===== config.mk =====
export PLATFORM = sky130hd
export DESIGN_NAME = button_debouncer
export DESIGN_NICKNAME = d
export VERILOG_FILES = /design/src/rtl/button_debouncer.sv
export SDC_FILE = /design/constraint.sdc
export NUM_CORES = 1
export LEC_CHECK = 0
export ABC_CLOCK_PERIOD_IN_PS = 1600
export CORE_UTILIZATION = 30
export DETAILED_ROUTE_END_ITERATION = 10
export REMOVE_ABC_BUFFERS = 1
export SLEW_MARGIN = 0
export SYNTH_ARGS = -nofsm -noshare
export SYNTH_HDL_FRONTEND = slang
export SYNTH_SLANG_ARGS = --single-unit

===== constraint.sdc =====
create_clock -name clk -period 1.6 [get_ports clk]
set_clock_uncertainty 0.1 [all_clocks]
set_input_delay 0.32 -clock clk [delete_from_list [all_inputs] [get_ports clk]]
set_output_delay 0.32 -clock clk [all_outputs]
set_load 0.01 [all_outputs]

===== src/rtl/button_debouncer.sv =====
// button_debouncer: synchronizes a raw push button, filters contact bounce
// with a consecutive-sample counter, and emits a clean level, one-cycle
// press/release/long-press strobes and a wrapping press counter.
module button_debouncer #(
    parameter int STABLE_CYCLES     = 16,   // consecutive equal samples to accept a change (>= 2)
    parameter int LONG_PRESS_CYCLES = 1024  // accepted-pressed cycles before long-press strobe (>= 1)
) (
    input  logic       clk,
    input  logic       reset,
    input  logic       button,
    output logic       stable_level,
    output logic       press_pulse,
    output logic       release_pulse,
    output logic       long_press_pulse,
    output logic [7:0] press_count
);

    localparam int CNT_W  = $clog2(STABLE_CYCLES);
    localparam int HOLD_W = $clog2(LONG_PRESS_CYCLES + 1);

    // Debounce counter value on which the final required sample arrives.
    localparam logic [CNT_W-1:0]  CNT_LAST = CNT_W'(STABLE_CYCLES - 1);
    // Hold counter saturation point; reaching it fires the long-press strobe.
    localparam logic [HOLD_W-1:0] HOLD_MAX = HOLD_W'(LONG_PRESS_CYCLES);

    typedef enum logic [1:0] {
        IDLE         = 2'd0,
        PRESS_WAIT   = 2'd1,
        PRESSED      = 2'd2,
        RELEASE_WAIT = 2'd3
    } state_t;

    // Two-flop synchronizer; s2 is the only view of the button used below.
    logic s1_q, s1_d;
    logic s2_q, s2_d;

    state_t            state_q, state_d;
    logic [CNT_W-1:0]  cnt_q, cnt_d;
    logic [HOLD_W-1:0] hold_cnt_q, hold_cnt_d;

    logic       stable_level_q, stable_level_d;
    logic       press_pulse_q, press_pulse_d;
    logic       release_pulse_q, release_pulse_d;
    logic       long_press_pulse_q, long_press_pulse_d;
    logic [7:0] press_count_q, press_count_d;

    // Synchronizer next-state: shift the raw button through two stages.
    always_comb begin
        s1_d = button;
        s2_d = s1_q;
    end

    // Synchronizer registers.
    always_ff @(posedge clk or posedge reset) begin
        if (reset) begin
            s1_q <= 1'b0;
            s2_q <= 1'b0;
        end else begin
            s1_q <= s1_d;
            s2_q <= s2_d;
        end
    end

    // Debounce FSM, hold counter and strobe generation.
    always_comb begin
        state_d            = state_q;
        cnt_d              = cnt_q;
        hold_cnt_d         = hold_cnt_q;
        stable_level_d     = stable_level_q;
        press_count_d      = press_count_q;
        // Strobes default low so each lasts exactly one cycle.
        press_pulse_d      = 1'b0;
        release_pulse_d    = 1'b0;
        long_press_pulse_d = 1'b0;

        unique case (state_q)
            IDLE: begin
                // First high sample already counts toward acceptance.
                if (s2_q) begin
                    state_d = PRESS_WAIT;
                    cnt_d   = CNT_W'(1);
                end
            end

            PRESS_WAIT: begin
                if (!s2_q) begin
                    state_d = IDLE;
                    cnt_d   = '0;
                end else if (cnt_q == CNT_LAST) begin
                    state_d        = PRESSED;
                    stable_level_d = 1'b1;
                    press_pulse_d  = 1'b1;
                    press_count_d  = press_count_q + 8'd1;
                    cnt_d          = '0;
                    hold_cnt_d     = '0;
                end else begin
                    cnt_d = cnt_q + CNT_W'(1);
                end
            end

            PRESSED: begin
                if (!s2_q) begin
                    state_d = RELEASE_WAIT;
                    cnt_d   = CNT_W'(1);
                end
            end

            RELEASE_WAIT: begin
                // A high sample here is a glitch: resume PRESSED and keep
                // the hold time accumulated so far.
                if (s2_q) begin
                    state_d = PRESSED;
                    cnt_d   = '0;
                end else if (cnt_q == CNT_LAST) begin
                    state_d         = IDLE;
                    stable_level_d  = 1'b0;
                    release_pulse_d = 1'b1;
                    cnt_d           = '0;
                end else begin
                    cnt_d = cnt_q + CNT_W'(1);
                end
            end

            default: begin
                state_d = IDLE;
                cnt_d   = '0;
            end
        endcase

        // Hold time runs while the button is accepted-pressed, including the
        // edge that completes a release; saturation limits it to one strobe.
        if ((state_q == PRESSED || state_q == RELEASE_WAIT) && (hold_cnt_q < HOLD_MAX)) begin
            hold_cnt_d = hold_cnt_q + HOLD_W'(1);
            if (hold_cnt_q + HOLD_W'(1) == HOLD_MAX) begin
                long_press_pulse_d = 1'b1;
            end
        end
    end

    // FSM, counters and registered outputs.
    always_ff @(posedge clk or posedge reset) begin
        if (reset) begin
            state_q            <= IDLE;
            cnt_q              <= '0;
            hold_cnt_q         <= '0;
            stable_level_q     <= 1'b0;
            press_pulse_q      <= 1'b0;
            release_pulse_q    <= 1'b0;
            long_press_pulse_q <= 1'b0;
            press_count_q      <= 8'd0;
        end else begin
            state_q            <= state_d;
            cnt_q              <= cnt_d;
            hold_cnt_q         <= hold_cnt_d;
            stable_level_q     <= stable_level_d;
            press_pulse_q      <= press_pulse_d;
            release_pulse_q    <= release_pulse_d;
            long_press_pulse_q <= long_press_pulse_d;
            press_count_q      <= press_count_d;
        end
    end

    // Every output comes straight from a flop.
    assign stable_level     = stable_level_q;
    assign press_pulse      = press_pulse_q;
    assign release_pulse    = release_pulse_q;
    assign long_press_pulse = long_press_pulse_q;
    assign press_count      = press_count_q;

endmodule

==> summary.md, run 1 <==
| Metric | Value |
|---|---|
| Outcome | finished clean |
| Iter 0 DRT Violations | 54 |
| Leakage power | 0.966 nW |
| Inserted Clock Buffers | 5 |
| Total grt overflow | 0 |
| Reg power frac | 47.6% |
| Commonest cells post-synth | 31 x dfrtp_1, 18 x nand2_1, 12 x o21ai_0 |
| Final TNS setup | 0 ps |
| Pins Over Slew Limit | 0 |
| Seq/Total Area, Yosys | 53.2% |
| Hold Crit Endpoint | s2_q$_DFF_PP0_ |
| Switching part of the total | 20.9% |
| Flops & latches, synth | 31 |
| Internal cell power | 1.34 mW |
| Pre-CTS setup slack | 3.47 ps |
| Setup crit end kind | primary output |
| Crit path buffers/inverters | 1 |
| Maxcap violations | 0 |
| DR top layer | met4 |
| Setup crit start kind | flip-flop |
| FMAX | 0.645 GHz |
| Logic pwr share | 5.2% |
| Final Hold Vio Count | 0 |
| Mapped cell area | 1460 um2 |
| Syn_area_per_cell | 10.6 um2 |
| Most common cell in the netlist | dfrtp_1 |
| Reg2Reg Depth | 5 |
| Final #Nets | 176 |
| Root buffer cell | clkbuf_8 |
| Crit path max fanout | 1 |
| DRT antenna net count | 0 |
| First-pass GRT wire length | 4860 um |
| Total power | 1.69 mW |
| Clk_lat worst skew | 280 ps |
| H-tree depth | 2 |
| Total track usage | 12.4% |
| Via Count | 1151 |
| Pwr Density | 893 nW/um2 |
| Area of the multi-input gates | 681 um2 |
| IO Port Bufs | 14 |
| WHS | 251 ps |
| Synth area leaders | dfrtp_1 53%, nand2_1 4.6%, xnor2_1 4.2%, o21ai_0 4.1%, ha_1 3.4% |
| Sw power | 0.354 mW |
| CP max-delay cell | clkdlybuf4s50_1 |
| Yosys Warn Count | 0 |
| Worst slew pin tran | 482 ps |
| Num rows | 24 |
| Area grow syn2layout | 30.1% |
| DRC | 0 |
| Die ar. | 5140 um2 |
| Final core utilization | 42.1% |
| Clock transition at the registers of the reported paths | 70 ps |
| DR WL/cell | 13.1 um |
| Crit path max-delay family | buffers and inverters |
| Slowest cell delay on critical path | 530 ps |
| Critical path class | flip-flop to primary output |
| Post-Route WL | 2900 um |
| Ant. Diodes | 0 |
| Post-DP HPWL | 2070 um |
| Synth Instances | 137 |
| Clock power frac | 47.1% |
| Met3 WL | 122 um |
| Sequential cell area | 777 um2 |
| Yosys top cell by area | dfrtp_1 |
| Share of layout cells above drive strength 1 | 18.2% |
| Arrival @ worst endpoint | 1130 ps |
| Final Wtd Congestion | 0.740 |
| CTS Hold Bufs | 0 |
| Final Cycle Share | 96.8% |
| Vias per cell | 5.18 |
| RSZ-0062 raised after global routing | no |
| M1 WL | 1280 um |
| Hold depth | 0 |
| Wire length on met2 | 1440 um |
| HP Class | flip-flop to flip-flop |
| Vias in the first global route | 1057 |
| Fraction of registers with async set/reset | 100% |
| TritonCTS clock tree | yes |
| Largest net degree at the start of global routing | 32 |
| Clock period minus worst slack | 1550 ps |
| Worst-case clock buffer depth | 2 |
| Netlist cell types | 37 |
| Detailed-router iteration count before antenna repair | 4 |
| Chip width | 71.7 um |
| Worst reg2reg startpoint | cnt_q[1]$_DFFE_PP0P_ |
| Fillcell total | 431 |
| Reg-to-reg endpoint | hold_cnt_q[7]$_DFFE_PP0P_ |
| Ys flop type | dfrtp_1 |
| Worst-path cell chain | clkdlybuf4s50_1 |
| I/O Pins | 15 |
| Initial Util | 32.4% |
| Clk sink count | 31 |
| DIE HEIGHT | 71.7 um |
| Post-synth EDFFs | 0 |
| Flop-to-flop setup slack | 70 ps |
| Setup ws final | 50.6 ps |
| Slew margin rel. | 67.8% |
| Final setup violation count | 0 |
| Worst path required time | 1180 ps |
| Core Region | 4500 um2 |
| Synth top area share | 53.2% |
| Initial antenna violation count | 0 |
| Hold path start | s1_q$_DFF_PP0_ |
| Maximum vdd drop | 0.294 mV |
==> worst max-delay path by stage <==
stage	from	endpoint	slack (ps)	cells past startpoint
3_3_place_gp	cnt_q[0]$_DFFE_PP0P_	hold_cnt_q[8]$_DFFE_PP0P_	110	5
2_1_floorplan	cnt_q[0]$_DFFE_PP0P_	press_count[1]$_DFFE_PP0P_	0.7	4
3_5_place_dp	cnt_q[1]$_DFFE_PP0P_	hold_cnt_q[7]$_DFFE_PP0P_	3	5
5_1_grt	press_pulse$_DFF_PP0_	press_pulse	1	1
4_1_cts	long_press_pulse$_DFF_PP0_	long_press_pulse	0.05	1
6_report	press_pulse$_DFF_PP0_	press_pulse	50	1
==> power by group through the flow <==
stage                     clock, mW  combinational (mW)  sequential [mW]
after floorplan                   0              0.0448            0.824
after detailed placement          0              0.0878            0.822
after global routing          0.863              0.0995            0.808
final                         0.799              0.0883            0.807
after CTS                     0.818              0.0881            0.807
after global placement            0              0.0847            0.821
==> state kept, by name (all words and copies together) (netlist names), named ones only <==
register          cells
s1_q                  1
press_pulse           1
press_count           8
stable_level          1
hold_cnt_q           11
s2_q                  1
state_q               1
release_pulse         1
long_press_pulse      1
cnt_q                 4
==> per-stage QoR <==
step | std cells | instance area (um2)
2_1_floorplan | 135 | 1450
3_3_place_gp | 211 | 1740
5_1_grt | 222 | 1900
4_1_cts | 222 | 1870
3_5_place_dp | 211 | 1740
6_report | 222 | 1900
==> what timing repair did <==
| action | in CTS | in global routing |
|---|---|---|
| buffers inserted | 3 | 0 |
| pin swaps | 0 | 1 |
| setup endpoints to repair | 9 | 8 |
| resized for setup | 7 | 9 |
| hold endpoints to repair | 0 | 0 |
==> layout by cell type (no fill, tap or decap), types with 2 or more instances in the layout <==
master,n
nand4_1,6
o21bai_1,2
nand2b_1,2
xor2_1,2
o21ai_0,11
and4_1,3
and3_1,4
xnor2_1,7
ha_2,2
ha_1,2
clkdlybuf4s50_1,4
nand3_1,6
dlymetal6s2s_1,4
nand2_1,18
dlygate4sd2_1,6
nor3b_1,2
dfrtp_1,30
buf_4,12
a21oi_1,5
a31oi_1,2
nor2_1,9
nor2b_1,2
clkbuf_8,6
==> cell families (layout without fill, tap and decap cells) <==
group | Yosys count | count (layout) | share of synthesized area, %
xor gates and xnor gates | 10 | 10 | 6.52
adders and majority gates | 4 | 4 | 3.43
AOI/OAI and AO/OA | 29 | 29 | 12.1
buffers and inverters | 3 | 36 | 0.943
and+or+nand+nor | 59 | 59 | 23.0
DFF | 31 | 31 | 53.2
muxes | 1 | 1 | 0.772
==> routing by layer <==
| metal | GRT usage, % | vias to the layer above |
|---|---|---|
| li1 | - | 556 |
| met1 | 15.5 | 563 |
| met2 | 19.7 | 25 |
| met3 | 3.38 | 7 |
| met4 | 6.54 | 0 |
| met5 | 0 | - |
==> area by class of cell <==
class / instances / area share, %
Clock buffer: 6 / 4.35
Clock inverter: 2 / 1.85
Inverter: 1 / 0.198
Multi-Input combinational cell: 103 / 35.9
Sequential cell: 31 / 41.0
Tap cell: 52 / 3.43
Timing Repair Buffer: 27 / 13.3
Note: power is estimated with default switching activity, not from simulation.
==> run 2, diff against run 1 <==
- RECOVER_POWER: not set -> 100
==> run 2 against run 1 <==
Maximum frequency hardly changed; design area is 1.8% lower; sequential cell count stayed put; global-route usage stayed put; largest power group unchanged.
==> summary.md, run 2 (same netlist as run 1, synthesis figures left out) <==
| Metric | Value |
|---|---|
| Clk sink count | 31 |
| Setup crit end kind | primary output |
| Iter 0 DRT Violations | 61 |
| Commonest non-fill, non-tap cell in the layout | dfrtp_1 |
| Worst-case clock buffer depth | 2 |
| Most frequent cells in the layout | 30 x dfrtp_1, 18 x nand2_1, 12 x o21ai_0 |
| Post-DP HPWL | 2070 um |
| Pins Over Slew Limit | 0 |
| HP Class | flip-flop to flip-flop |
| Largest Register | hold_cnt_q |
| Final TNS setup | 0 ps |
| Maximum vdd drop | 0.292 mV |
| Slowest cell delay on critical path | 530 ps |
| Critical path depth | 1 |
| Post-Route WL | 2890 um |
| Total track usage | 12.4% |
| Worst-path cell chain | clkdlybuf4s50_1 |
| H-tree depth | 2 |
| Inserted Clock Buffers | 5 |
| Worst path required time | 1180 ps |
| Largest net degree at the start of global routing | 32 |
| Root buffer cell | clkbuf_8 |
| Final #Nets | 176 |
| IO Port Bufs | 14 |
| CTS Hold Bufs | 0 |
| Critical path class | flip-flop to primary output |
| CP max-delay cell | clkdlybuf4s50_1 |
| Outcome | finished clean |
| Via Count | 1148 |
| Worst slew pin tran | 767 ps |
| RSZ-0062 raised after global routing | no |
| Clk_lat worst skew | 280 ps |
| DRT antenna net count | 0 |
| Crit path buffers/inverters | 1 |
| I/O Pins | 15 |
| Hold depth | 0 |
| TritonCTS clock tree | yes |
| Clock period minus worst slack | 1550 ps |
| Crit path max-delay family | buffers and inverters |
| Arrival @ worst endpoint | 1130 ps |
| DIE HEIGHT | 71.7 um |
| Leakage power | 0.875 nW |
| Clock transition at the registers of the reported paths | 70 ps |
| Initial antenna violation count | 0 |
| Num rows | 24 |
| First-pass GRT wire length | 4860 um |
| Chip width | 71.7 um |
| Final Cycle Share | 96.8% |
| Reg2Reg Depth | 5 |
| Share of layout cells above drive strength 1 | 17.1% |
| Vias per cell | 5.17 |
| Number of flip-flops under the largest register name | 11 |
| Total grt overflow | 0 |
| Worst reg2reg startpoint | cnt_q[1]$_DFFE_PP0P_ |
| CP startpoint | press_pulse$_DFF_PP0_ |
| Hold path start | s1_q$_DFF_PP0_ |
| Core Region | 4500 um2 |
| Ant. Diodes | 0 |
| Fillcell total | 435 |
| DR WL/cell | 13.0 um |
| Die ar. | 5140 um2 |
| Total power | 1.69 mW |
| Pwr Density | 906 nW/um2 |
| Detailed-router iteration count before antenna repair | 4 |
| Initial Util | 32.4% |
| Area grow syn2layout | 27.7% |
| FMAX | 0.646 GHz |
| Final Hold Vio Count | 0 |
| Crit path max fanout | 1 |
| Maxcap violations | 0 |
| DRC | 0 |
| Final Wtd Congestion | 0.740 |
| Slew margin rel. | 48.9% |
| Vias in the first global route | 1057 |
| Final setup violation count | 0 |
| Setup crit start kind | flip-flop |
## run 2: cell types whose count changed in the layout (fill, tap and decap cells not counted)
cell	change
clkdlybuf4s25_1	+4
dlymetal6s2s_1	-4
o21ai_1	-1
clkbuf_1	+2
buf_12	-1
dlygate4sd3_1	+2
o21ai_0	+1
buf_4	-3
clkbuf_2	+2
clkdlybuf4s50_1	-2
## run 2: layout make-up
type / instances / area [um2] / area share, %
well taps: 52 / 65.1 / 3.49
clock inverters: 2 / 35.0 / 1.88
multi-input cells: 103 / 681 / 36.6
clock buffers: 6 / 82.6 / 4.44
flip-flops and latches: 31 / 777 / 41.7
inverters: 1 / 3.75 / 0.202
repair buffers: 27 / 218 / 11.7
## run 2: final timing paths
| check | endpoint | slack (ps) |
|---|---|---|
| max | press_pulse | 50 |
| min | s2_q$_DFF_PP0_ | 250 |
| max reg2reg | hold_cnt_q[7]$_DFFE_PP0P_ | 80 |
| min reg2reg | s2_q$_DFF_PP0_ | 250 |
| max in group asynchronous | hold_cnt_q[0]$_DFFE_PP0P_ | 270 |
| min in group asynchronous | press_count[2]$_DFFE_PP0P_ | 600 |
## run 2: timing repair
| item | in CTS | in global routing |
|---|---|---|
| endpoints found under the setup margin | 9 | 8 |
| buffers inserted | 3 | 0 |
| resized for setup | 7 | 9 |
| pin swaps | 0 | 1 |
## run 2: through the flow
stage	area [um2]	hold slack, ps	instances	setup slack [ps]	utilization [%]
after floorplan	1450	231	135	0.650	-
after global placement	1740	236	211	112	38.6
after detailed placement	1740	237	211	3.47	38.6
after CTS	1870	251	222	0.0550	41.6
after global routing	1860	259	222	1.20	41.3
final	1860	251	222	50.8	41.3
## run 2: power by group
| group | internal (mW) | total (mW) | switching (mW) | leakage (nW) |
|---|---|---|---|---|
| Combinational | 0.0337 | 0.0795 | 0.0458 | 0.398 |
| Clock | 0.504 | 0.800 | 0.296 | 0.0612 |
| Sequential | 0.796 | 0.807 | 0.0112 | 0.416 |
| Total | 1.33 | 1.69 | 0.353 | 0.875 |
## run 2: layer usage
metal	up-vias	global-route usage, %	share of wire [%]
li1	559	-	-
met1	564	15.5	44
met2	18	19.7	50
met3	7	3.38	3.3
met4	0	6.54	2.1
met5	-	0	0
